`src/rtl/m3_speed_ramp_calc_pkg.sv`:
```
// Shared motor602 definitions: ramp state encodings, step kinds and default
// round-length limits used by the speed ramp calculator.
package m3_speed_ramp_calc_pkg;

  localparam int unsigned M602_PERIOD_MIN = 40;
  localparam int unsigned M602_PERIOD_MAX = 1_000_000;

  typedef enum logic [2:0] {
    ST_IDLE = 3'd0,
    ST_HOLD = 3'd1,
    ST_INC  = 3'd2,
    ST_DEC  = 3'd3,
    ST_SEEK = 3'd4,
    ST_STOP = 3'd5
  } m3_state_e;

  typedef enum logic [1:0] {
    STEP_INC  = 2'd0,
    STEP_DEC  = 2'd1,
    STEP_STOP = 2'd2,
    STEP_SEEK = 2'd3
  } step_kind_e;

endpackage

```
`src/rtl/m3_speed_ramp_calc_step.sv`:
```
// Ramp step arithmetic: shift, floor-to-1, add/sub at W+1 bits, then clamp.
// One instance serves accel, decel, fast-stop and target-seek steps.
module m3_ramp_step
  import m3_speed_ramp_calc_pkg::*;
#(
  parameter int unsigned W          = 32,
  parameter int unsigned PERIOD_MIN = M602_PERIOD_MIN,
  parameter int unsigned PERIOD_MAX = M602_PERIOD_MAX,
  parameter int unsigned INC_SHIFT  = 4,
  parameter int unsigned DEC_SHIFT  = 4,
  parameter int unsigned STOP_SHIFT = 2
) (
  input  logic [W-1:0] len_i,
  input  logic [W-1:0] tgt_i,
  input  step_kind_e   kind_i,
  output logic [W-1:0] len_o
);

  localparam logic [W:0] MIN_X = (W+1)'(PERIOD_MIN);
  localparam logic [W:0] MAX_X = (W+1)'(PERIOD_MAX);

  logic         shorten;
  logic [W-1:0] shifted;
  logic [W-1:0] step;
  logic [W:0]   lo_x;
  logic [W:0]   hi_x;
  logic [W:0]   sum_x;
  logic [W:0]   diff_x;

  always_comb begin
    shorten = 1'b0;
    shifted = len_i >> DEC_SHIFT;
    lo_x    = MIN_X;
    hi_x    = MAX_X;
    unique case (kind_i)
      STEP_INC: begin
        shorten = 1'b1;
        shifted = len_i >> INC_SHIFT;
      end
      STEP_DEC:  shifted = len_i >> DEC_SHIFT;
      STEP_STOP: shifted = len_i >> STOP_SHIFT;
      STEP_SEEK: begin
        // The target itself becomes the clamp bound so the seek never overshoots.
        if (tgt_i < len_i) begin
          shorten = 1'b1;
          shifted = len_i >> INC_SHIFT;
          lo_x    = {1'b0, tgt_i};
        end else begin
          shifted = len_i >> DEC_SHIFT;
          hi_x    = {1'b0, tgt_i};
        end
      end
    endcase

    step   = (shifted == '0) ? W'(1) : shifted;
    sum_x  = {1'b0, len_i} + {1'b0, step};
    diff_x = {1'b0, len_i} - {1'b0, step};

    if (shorten) begin
      len_o = (diff_x[W] || (diff_x < lo_x)) ? lo_x[W-1:0] : diff_x[W-1:0];
    end else begin
      len_o = (sum_x > hi_x) ? hi_x[W-1:0] : sum_x[W-1:0];
    end
  end

endmodule

```
`src/rtl/m3_speed_ramp_calc.sv`:
```
// Motor speed ramp: decides per electrical round whether to accelerate,
// decelerate, seek a target round length, fast-stop or hold.
module m3_speed_ramp_calc
  import m3_speed_ramp_calc_pkg::*;
#(
  parameter int unsigned W          = 32,
  parameter int unsigned PERIOD_MIN = M602_PERIOD_MIN,
  parameter int unsigned PERIOD_MAX = M602_PERIOD_MAX,
  parameter int unsigned INC_SHIFT  = 4,
  parameter int unsigned DEC_SHIFT  = 4,
  parameter int unsigned STOP_SHIFT = 2,
  parameter int unsigned ROUND_MAX  = 3,
  parameter int unsigned CNT_W      = 4
) (
  input  logic         clkI,
  input  logic         nRstI,
  input  logic         workingI,
  input  logic         nextRound_1I,
  input  logic         m3speedINCi,
  input  logic         m3speedDECi,
  input  logic         m3forceStopI,
  input  logic         m3invRotateI,
  input  logic         tgtLoadI,
  input  logic [W-1:0] tgtLenI,
  input  logic         tgtClrI,
  output logic [W-1:0] dstRoundLenO,
  output logic         dirO,
  output logic [2:0]   stateO,
  output logic         stepO,
  output logic         atTargetO,
  output logic         stoppedO
);

  localparam logic [W-1:0]     P_MIN   = W'(PERIOD_MIN);
  localparam logic [W-1:0]     P_MAX   = W'(PERIOD_MAX);
  localparam logic [CNT_W-1:0] CNT_RLD = CNT_W'(ROUND_MAX);

  m3_state_e        state_q, state_d, nxt;
  logic [W-1:0]     len_q, len_d, tgt_q, tgt_d, step_len;
  logic [CNT_W-1:0] cnt_q, cnt_d;
  logic             tgt_act_q, tgt_act_d, dir_q, dir_d, step_q, step_d;
  step_kind_e       kind;

  m3_ramp_step #(
    .W(W), .PERIOD_MIN(PERIOD_MIN), .PERIOD_MAX(PERIOD_MAX),
    .INC_SHIFT(INC_SHIFT), .DEC_SHIFT(DEC_SHIFT), .STOP_SHIFT(STOP_SHIFT)
  ) u_step (
    .len_i  (len_q),
    .tgt_i  (tgt_q),
    .kind_i (kind),
    .len_o  (step_len)
  );

  always_comb begin
    // A direction reversal must first bring the drive to standstill.
    if (m3forceStopI || (m3invRotateI != dir_q)) nxt = ST_STOP;
    else if (m3speedINCi)                        nxt = ST_INC;
    else if (m3speedDECi)                        nxt = ST_DEC;
    else if (tgt_act_q)                          nxt = ST_SEEK;
    else                                         nxt = ST_HOLD;

    case (state_q)
      ST_INC:  kind = STEP_INC;
      ST_DEC:  kind = STEP_DEC;
      ST_STOP: kind = STEP_STOP;
      default: kind = STEP_SEEK;
    endcase
  end

  always_comb begin
    state_d   = state_q;
    len_d     = len_q;
    cnt_d     = cnt_q;
    dir_d     = dir_q;
    tgt_d     = tgt_q;
    tgt_act_d = tgt_act_q;
    step_d    = 1'b0;
    if (!workingI) begin
      state_d   = ST_IDLE;
      len_d     = P_MAX;
      cnt_d     = CNT_RLD;
      tgt_act_d = 1'b0;
      dir_d     = m3invRotateI;
    end else begin
      if (nextRound_1I) begin
        if (nxt != state_q) begin
          state_d = nxt;
          cnt_d   = CNT_RLD;
        end else begin
          case (state_q)
            ST_INC, ST_DEC, ST_SEEK: begin
              if (cnt_q == '0) begin
                len_d = step_len;
                cnt_d = CNT_RLD;
              end else begin
                cnt_d = cnt_q - CNT_W'(1);
              end
            end
            ST_STOP: len_d = step_len;
            default: cnt_d = CNT_RLD;
          endcase
        end
        if ((nxt == ST_STOP) && (len_d == P_MAX)) dir_d = m3invRotateI;
        if (m3speedINCi || m3speedDECi) tgt_act_d = 1'b0;
        step_d = (len_d != len_q);
      end
      if (tgtClrI) tgt_act_d = 1'b0;
      if (tgtLoadI) begin
        tgt_d     = (tgtLenI < P_MIN) ? P_MIN : ((tgtLenI > P_MAX) ? P_MAX : tgtLenI);
        tgt_act_d = 1'b1;
      end
    end
  end

  always_ff @(posedge clkI or negedge nRstI) begin
    if (!nRstI) begin
      state_q   <= ST_IDLE;
      len_q     <= P_MAX;
      cnt_q     <= CNT_RLD;
      dir_q     <= 1'b0;
      tgt_q     <= P_MAX;
      tgt_act_q <= 1'b0;
      step_q    <= 1'b0;
    end else begin
      state_q   <= state_d;
      len_q     <= len_d;
      cnt_q     <= cnt_d;
      dir_q     <= dir_d;
      tgt_q     <= tgt_d;
      tgt_act_q <= tgt_act_d;
      step_q    <= step_d;
    end
  end

  assign dstRoundLenO = len_q;
  assign dirO         = dir_q;
  assign stateO       = state_q;
  assign stepO        = step_q;
  assign atTargetO    = tgt_act_q && (len_q == tgt_q);
  assign stoppedO     = (len_q == P_MAX) && (state_q != ST_INC) && (state_q != ST_SEEK);

endmodule

```
`config.mk`:
```
export PLATFORM = sky130hd
export DESIGN_NAME = m3_speed_ramp_calc
export DESIGN_NICKNAME = d
export VERILOG_FILES = /design/src/rtl/m3_speed_ramp_calc_pkg.sv /design/src/rtl/m3_speed_ramp_calc_step.sv /design/src/rtl/m3_speed_ramp_calc.sv
export SDC_FILE = /design/constraint.sdc
export NUM_CORES = 1
export LEC_CHECK = 0
export ABC_AREA = 1
export CAP_MARGIN = 10
export CELL_PAD_IN_SITES_DETAIL_PLACEMENT = 1
export CELL_PAD_IN_SITES_GLOBAL_PLACEMENT = 2
export CORE_MARGIN = 1
export CORE_UTILIZATION = 33
export DETAILED_ROUTE_END_ITERATION = 10
export GPL_TIMING_DRIVEN = 0
export PLACE_DENSITY_LB_ADDON = 0.1
export SETUP_SLACK_MARGIN = 0.5
export SYNTH_ARGS = -nofsm -noshare
export SYNTH_HDL_FRONTEND = slang
export SYNTH_SLANG_ARGS = --single-unit
```
`constraint.sdc`:
```
create_clock -name clkI -period 7.2 [get_ports clkI]
set_input_delay 1.44 -clock clkI [delete_from_list [all_inputs] [get_ports clkI]]
set_output_delay 1.44 -clock clkI [all_outputs]
set_load 0.01 [all_outputs]
```
==> results of run 1 <==
what timing repair did:
| action | CTS | global route |
|---|---|---|
| cloned | 4 | 2 |
| buffers inserted | 41 | 12 |
| pin swaps | 57 | 75 |
| hold endpoints to repair | 0 | 0 |
| gates resized for setup | 246 | 112 |
| setup endpoints to repair | 34 | 34 |
where the power goes:
group | internal (W) | leakage, nW | switching (W)
registers | 0.000438 | 0.968 | 0.0000359
logic | 0.00126 | 7.55 | 0.00214
clock network | 0.000310 | 0.162 | 0.000177
total | 0.00201 | 8.68 | 0.00235
routing by layer:
layer	routed length, um	part of all wire, %	track usage [%]
met4	3161	5.0	15.59
met5	0	0	0
met3	2788	4.4	3.483
met2	29530	46	54.58
met1	28170	44	41.72
registers in the layout (all words and copies together) (netlist names):
name and cells:
stepO 1, stateO 3, cnt_q 4, tgt_act_q 1, dstRoundLenO 32, dirO 1, tgt_q 32
worst max-delay path, delay by kind of cell, from the launching register on:
family / cells / cell delay (ns)
buffers and inverters: 10 / 1.37
AND/OR/NAND/NOR: 20 / 2.28
AO/OA/AOI/OAI: 12 / 1.82
XOR/XNOR: 1 / 0.20
adder cells (fa/ha/maj): 3 / 0.70
flip-flops: 1 / 0.42
how the worst max path moves through the flow:
stage,cells after the start,endpoint,slack [ns],from
2_1_floorplan,42,stepO$_DFF_PN0_,1.18,stateO[2]$_DFFE_PN0P_
3_3_place_gp,41,stepO$_DFF_PN0_,-2.16,stateO[2]$_DFFE_PN0P_
3_5_place_dp,43,dirO$_DFFE_PN0P_,-2.21,stateO[2]$_DFFE_PN0P_
4_1_cts,49,stepO$_DFF_PN0_,0.31,stateO[2]$_DFFE_PN0P_
5_1_grt,45,dirO$_DFFE_PN0P_,-0.06,stateO[1]$_DFFE_PN0P_
6_report,46,stepO$_DFF_PN0_,0.22,stateO[1]$_DFFE_PN0P_
cell type report:
class	count	area (um^2)
fillers	5033	21350
repair buffers	140	1414
plain buffers	74	545.5
multi-input cells	1649	10350
flip-flops and latches	74	1873
clock inverters	6	80.08
well taps	511	639.4
inverters	312	1180
clock buffers	10	239.0
stage by stage:
stage,cell area (um^2),power [W],setup TNS [ns]
finish,16320,0.004364,0
detailed placement,14080,0.003040,-52.25
CTS,15720,0.004046,0
global route,16320,0.004627,-0.1045
global placement,14060,0.003010,-49.43
floorplan,12620,0.002136,0
cell families after synthesis:
| kind of cell | after synthesis |
|---|---|
| muxes | 9 |
| buffers and inverters | 386 |
| xor gates and xnor gates | 51 |
| adders and majority gates | 169 |
| AOI/OAI and AO/OA | 334 |
| DFF | 74 |
| and+or+nand+nor | 1086 |
cells in the final DEF (no fill, tap or decap), types with 34 or more instances in the layout:
| master | n |
|---|---|
| a21oi_1 | 108 |
| clkdlybuf4s50_1 | 79 |
| inv_1 | 296 |
| buf_4 | 59 |
| nand3_1 | 170 |
| dfrtp_1 | 57 |
| nand2_2 | 56 |
| nor2_1 | 182 |
| ha_1 | 159 |
| nand2_1 | 543 |
| o21ai_0 | 64 |
| xor2_1 | 34 |
==> metrics.txt, run 1 <==
complex-gate fraction of the synthesized area 15.34%; Crit Reg-Reg Startpoint stateO[1]$_DFFE_PN0P_; Yosys warnings 0; P_leak 8.681 nW; Die H 197.5 um; Top-Level Pins 81; post-DP HPWL 53200 um; most common cell in the netlist nand2_1; GPL Wtd Cong 0.9598; largest net degree at the start of global routing 53; core footprint 0.03767 mm^2; dpl cells 2701; WL per Instance 22.93 um; Synth Area in XOR/XNOR 3.540%; DR pass1 iterations 7; ys async rst share 100.0%; number of global-route vias before repair 15550; # port buffers 80; worst hold path class reg -> reg; share of layout cells above drive strength 1 15.89%; CTS root buf clkbuf_16; clk slew on worst S/H paths 0.06 ns; number of diodes 0; slew margin rel. 18.59%; GRT Residual Overflow 0; pwr dens 267.4 mW/mm^2; CTS tree yes; CTS Buf Count 9; Worst Path Arrival 7.17 ns; Final Net Count 2471; Max Cap Viol 0; Reg-to-Reg End stepO$_DFF_PN0_; Peak VDD IR 0.1715 mV; worst reg2reg path depth 46; Final Skew 0.007150 ns; Yosys top cell area share 18.03%; CP max stage cell dfrtp_2; top post-synthesis cells by area nand2_1 (18%), ha_1 (17%), dfrtp_1 (12%), inv_1 (9.2%), nand3_1 (7.4%); DRC viols 0; max incr delay on CP 0.42 ns; fraction of synthesized area in multiplexers 0.9123%; Synth area leader nand2_1; first-pass GRT wire length 93030 um; chip width 197.5 um; CTS H-tree lvls 3; Cell Area, Synth 0.01262 mm^2; post-synthesis simple-gate area fraction 36.21%; critical path class reg -> reg; post-route setup slack 0.2222 ns; Worst Setup Start Kind flop; Antenna Violating Nets Remaining 0; Final min period 6.978 ns; Syn Inst Count 2109; Initial Util 33.50%; Die ar. 0.03902 mm^2; RSZ-0062 raised after global routing yes; # setup viols final 0; Detailed Route WL 63660 um; largest family of logic cells by synthesized area simple AND/OR/NAND/NOR gates; Synth top cells by count nand2_1 (606), inv_1 (308), nor2_1 (195); synthesized net count 2320; Clock Latency Late Sink 0.34 ns; total clock sinks 74; Hold Path End tgt_q[18]$_DFFE_PN1P_; Netlist cell types 56; final hold slack 0.5201 ns; ys flop type dfrtp_1; Worst setup EP type flop; Worst-Margin Slew 1.219 ns; Core Util, Final 43.33%; hold-fix buffer count after cts 0; GR Util All Layers 32.61%; worst min-delay path startpoint tgt_q[18]$_DFFE_PN1P_; Slew Limit Fails 0; crit-path max FO 5; syn_area_per_cell 5.983 um^2; DP Worst Slack -2.213 ns; Cell Rows 71; final hold vios 0; Layout Cells excl Fill 2776; worst-case clock buffer depth 2; initial antenna violation count 0; area grow syn2layout 29.34%; Critical Path RT 7.40 ns; crit share post-route 96.91%; R2R Setup Slk 0.22 ns; hold path cells 2; fmax 0.1433 GHz; #FFs+latches synth 74; status finished, final reports clean; Adder-Cell Fraction of Synth Area 16.88%; Via density 5.390; sequential area share after synthesis 14.84%; number of flops mapped to enable cells by yosys 0; vias 14960; initial detailed-routing violation count 880
No activity file was read; power rests on OpenSTA's default activity.
==> inputs of run 2 (changes only) <==
--- a/config.mk
+++ b/config.mk
@@ -11,6 +11,8 @@
 export CELL_PAD_IN_SITES_GLOBAL_PLACEMENT = 2
 export CORE_MARGIN = 1
 export CORE_UTILIZATION = 33
+export CTS_BUF_LIST = sky130_fd_sc_hd__clkbuf_4 sky130_fd_sc_hd__clkbuf_8 sky130_fd_sc_hd__clkbuf_16
+export CTS_CLUSTER_SIZE = 14
 export DETAILED_ROUTE_END_ITERATION = 10
 export GPL_TIMING_DRIVEN = 0
 export PLACE_DENSITY_LB_ADDON = 0.1
==> results of run 2 <==
No change in the layout: final DEF, timing and power equal those of run 1.
==> inputs of run 3 (changes only) <==
--- a/config.mk
+++ b/config.mk
@@ -16,6 +16,7 @@
 export DETAILED_ROUTE_END_ITERATION = 10
 export GPL_TIMING_DRIVEN = 0
 export PLACE_DENSITY_LB_ADDON = 0.1
+export RECOVER_POWER = 100
 export SETUP_SLACK_MARGIN = 0.5
 export SYNTH_ARGS = -nofsm -noshare
 export SYNTH_HDL_FRONTEND = slang
==> run 3 against run 2 <==
Via count fell by 0.29%. The flow now finishes with violations (max-capacitance violations, max-slew violations). Highest routed layer unchanged. Maximum frequency increased by 0.17%. Largest power group unchanged. Critical path depth is 4 lower. Final area fell by 0.17%. Register-to-register slack about the same. First-iteration DRC count increased by 5.2%. Utilization decreased by 0.073 points. Critical endpoint unchanged. Power down 0.10%.
==> metrics.txt, run 3 (synthesis results as in run 1) <==
commonest non-fill, non-tap cells in the layout nand2_1 (543), inv_1 (296), nor2_1 (182); GPL Wtd Cong 0.9598; Final min period 6.966 ns; commonest non-fill, non-tap cell in the layout nand2_1; pwr dens 267.6 mW/mm^2; Antenna Violating Nets Remaining 0; # port buffers 80; Final Skew 0.007746 ns; fmax 0.1436 GHz; cell family with most CP delay simple AND/OR/NAND/NOR gates; Slew Limit Fails 53; Initial Util 33.50%; largest net degree at the start of global routing 53; crit-path max FO 5; hold-fix buffer count after cts 0; Via density 5.375; share of layout cells above drive strength 1 15.54%; RSZ-0062 raised after global routing yes; Layout Cells excl Fill 2776; worst hold path class reg -> reg; violated checks max-capacitance violations, max-slew violations; number of global-route vias before repair 15550; Worst-Margin Slew 2.912 ns; slew margin rel. -94.16%; DRC viols 0; clk slew on worst S/H paths 0.06 ns; GR Util All Layers 32.61%; CP bufs+invs 6; max incr delay on CP 0.42 ns; Worst Setup Start Kind flop; Top-Level Pins 81; CP most frequent cell nand2_2; Cell Rows 71; P_leak 8.753 nW; final hold slack 0.5215 ns; Die ar. 0.03902 mm^2; design area 0.01629 mm^2; Die H 197.5 um; initial detailed-routing violation count 926; final hold vios 0; GRT Residual Overflow 0; crit share post-route 96.75%; area grow syn2layout 29.13%; chip width 197.5 um; DR pass1 iterations 5; first-pass GRT wire length 93030 um; Final Net Count 2471; # setup viols final 0; WL per Instance 22.90 um; Worst Path Arrival 7.16 ns; Peak VDD IR 0.1731 mV; total clock sinks 74; initial antenna violation count 0; Critical Path RT 7.40 ns; post-DP HPWL 53200 um; status finished, violations left; dpl cells 2701; CTS tree yes; worst-case clock buffer depth 2; vias 14920; critical path class reg -> reg; Filler Cell Count 5038; Post-DP Area 0.01408 mm^2; Fin Setup TNS 0 ns; core footprint 0.03767 mm^2; CTS root buf clkbuf_16; Max Cap Viol 1; CTS Buf Count 9; number of diodes 0; Worst setup EP type flop; CTS H-tree lvls 3; CP max stage cell dfrtp_2; Clock Latency Late Sink 0.34 ns; Detailed Route WL 63570 um
run 3: cell types whose count changed in the layout (fill, tap and decap cells not counted):
| cell | before | now |
|---|---|---|
| clkdlybuf4s50_1 | 79 | 50 |
| dlygate4sd3_1 | 0 | 29 |
| dfstp_1 | 0 | 6 |
| dfstp_2 | 16 | 10 |
| clkbuf_1 | 29 | 31 |
| buf_16 | 2 | 1 |
| buf_4 | 59 | 58 |
run 3: final timing paths:
kind | startpoint | end | slack (ns) | cells after the start
worst min register to register | cnt_q[1]$_DFFE_PN1P_ | cnt_q[1]$_DFFE_PN1P_ | 0.52 | 2
worst max-delay path | stateO[1]$_DFFE_PN0P_ | stepO$_DFF_PN0_ | 0.23 | 42
min in group asynchronous | nRstI | tgt_q[28]$_DFFE_PN0P_ | 1.39 | 1
worst min-delay path | cnt_q[1]$_DFFE_PN1P_ | cnt_q[1]$_DFFE_PN1P_ | 0.52 | 2
max in group asynchronous | nRstI | stateO[1]$_DFFE_PN0P_ | 2.24 | 2
worst max register to register | stateO[1]$_DFFE_PN0P_ | stepO$_DFF_PN0_ | 0.23 | 42
run 3: cell type report:
type / instances / area (um^2) / share of cell area (%)
buffer: 74 / 545.5 / 3.348
timing repair buffer: 140 / 1386 / 8.509
multi-input combinational: 1649 / 10350 / 63.52
sequential: 74 / 1873 / 11.50
clock buffer: 10 / 239.0 / 1.467
clock inverter: 6 / 80.08 / 0.4915
tap: 511 / 639.4 / 3.924
inverter: 312 / 1180 / 7.242
run 3: report_power, final:
part / leakage [nW] / internal, W / switching [W]
sequential: 0.959 / 0.000437 / 0.0000354
combinational: 7.63 / 0.00126 / 0.00214
clock: 0.162 / 0.000310 / 0.000178
total: 8.75 / 0.00201 / 0.00235
run 3: metrics by stage:
stage	power (W)	utilization, %	setup slack [ns]
2_1_floorplan	0.002136	-	1.185
3_3_place_gp	0.003010	37.32	-2.164
3_5_place_dp	0.003040	37.39	-2.213
4_1_cts	0.004046	41.74	0.3083
5_1_grt	0.004621	43.25	-0.05297
6_report	0.004359	43.25	0.2342
run 3: worst reg2reg max path: cells and delay by family (launching register included):
family / cells / cell delay, ns
adders and majority gates: 3 / 0.92
and+or+nand+nor: 26 / 3.45
xor gates and xnor gates: 1 / 0.28
DFF: 1 / 0.42
buffers and inverters: 6 / 0.72
AOI/OAI and AO/OA: 6 / 1.04
run 3: repair_timing:
action	4_1_cts	5_1_grt
pin swaps	57	75
cloned	4	2
setup buffers	41	12
resized for setup	246	112
setup endpoints to repair	34	34
endpoints found under the hold margin	0	0
run 3: metal layers:
metal | part of all wire (%) | track usage (%) | vias to the layer above
li1 | - | - | 7164
met1 | 44 | 41.72 | 7255
met2 | 46 | 54.58 | 385
met3 | 4.6 | 3.483 | 117
met4 | 4.9 | 15.59 | 0
met5 | 0 | 0 | -
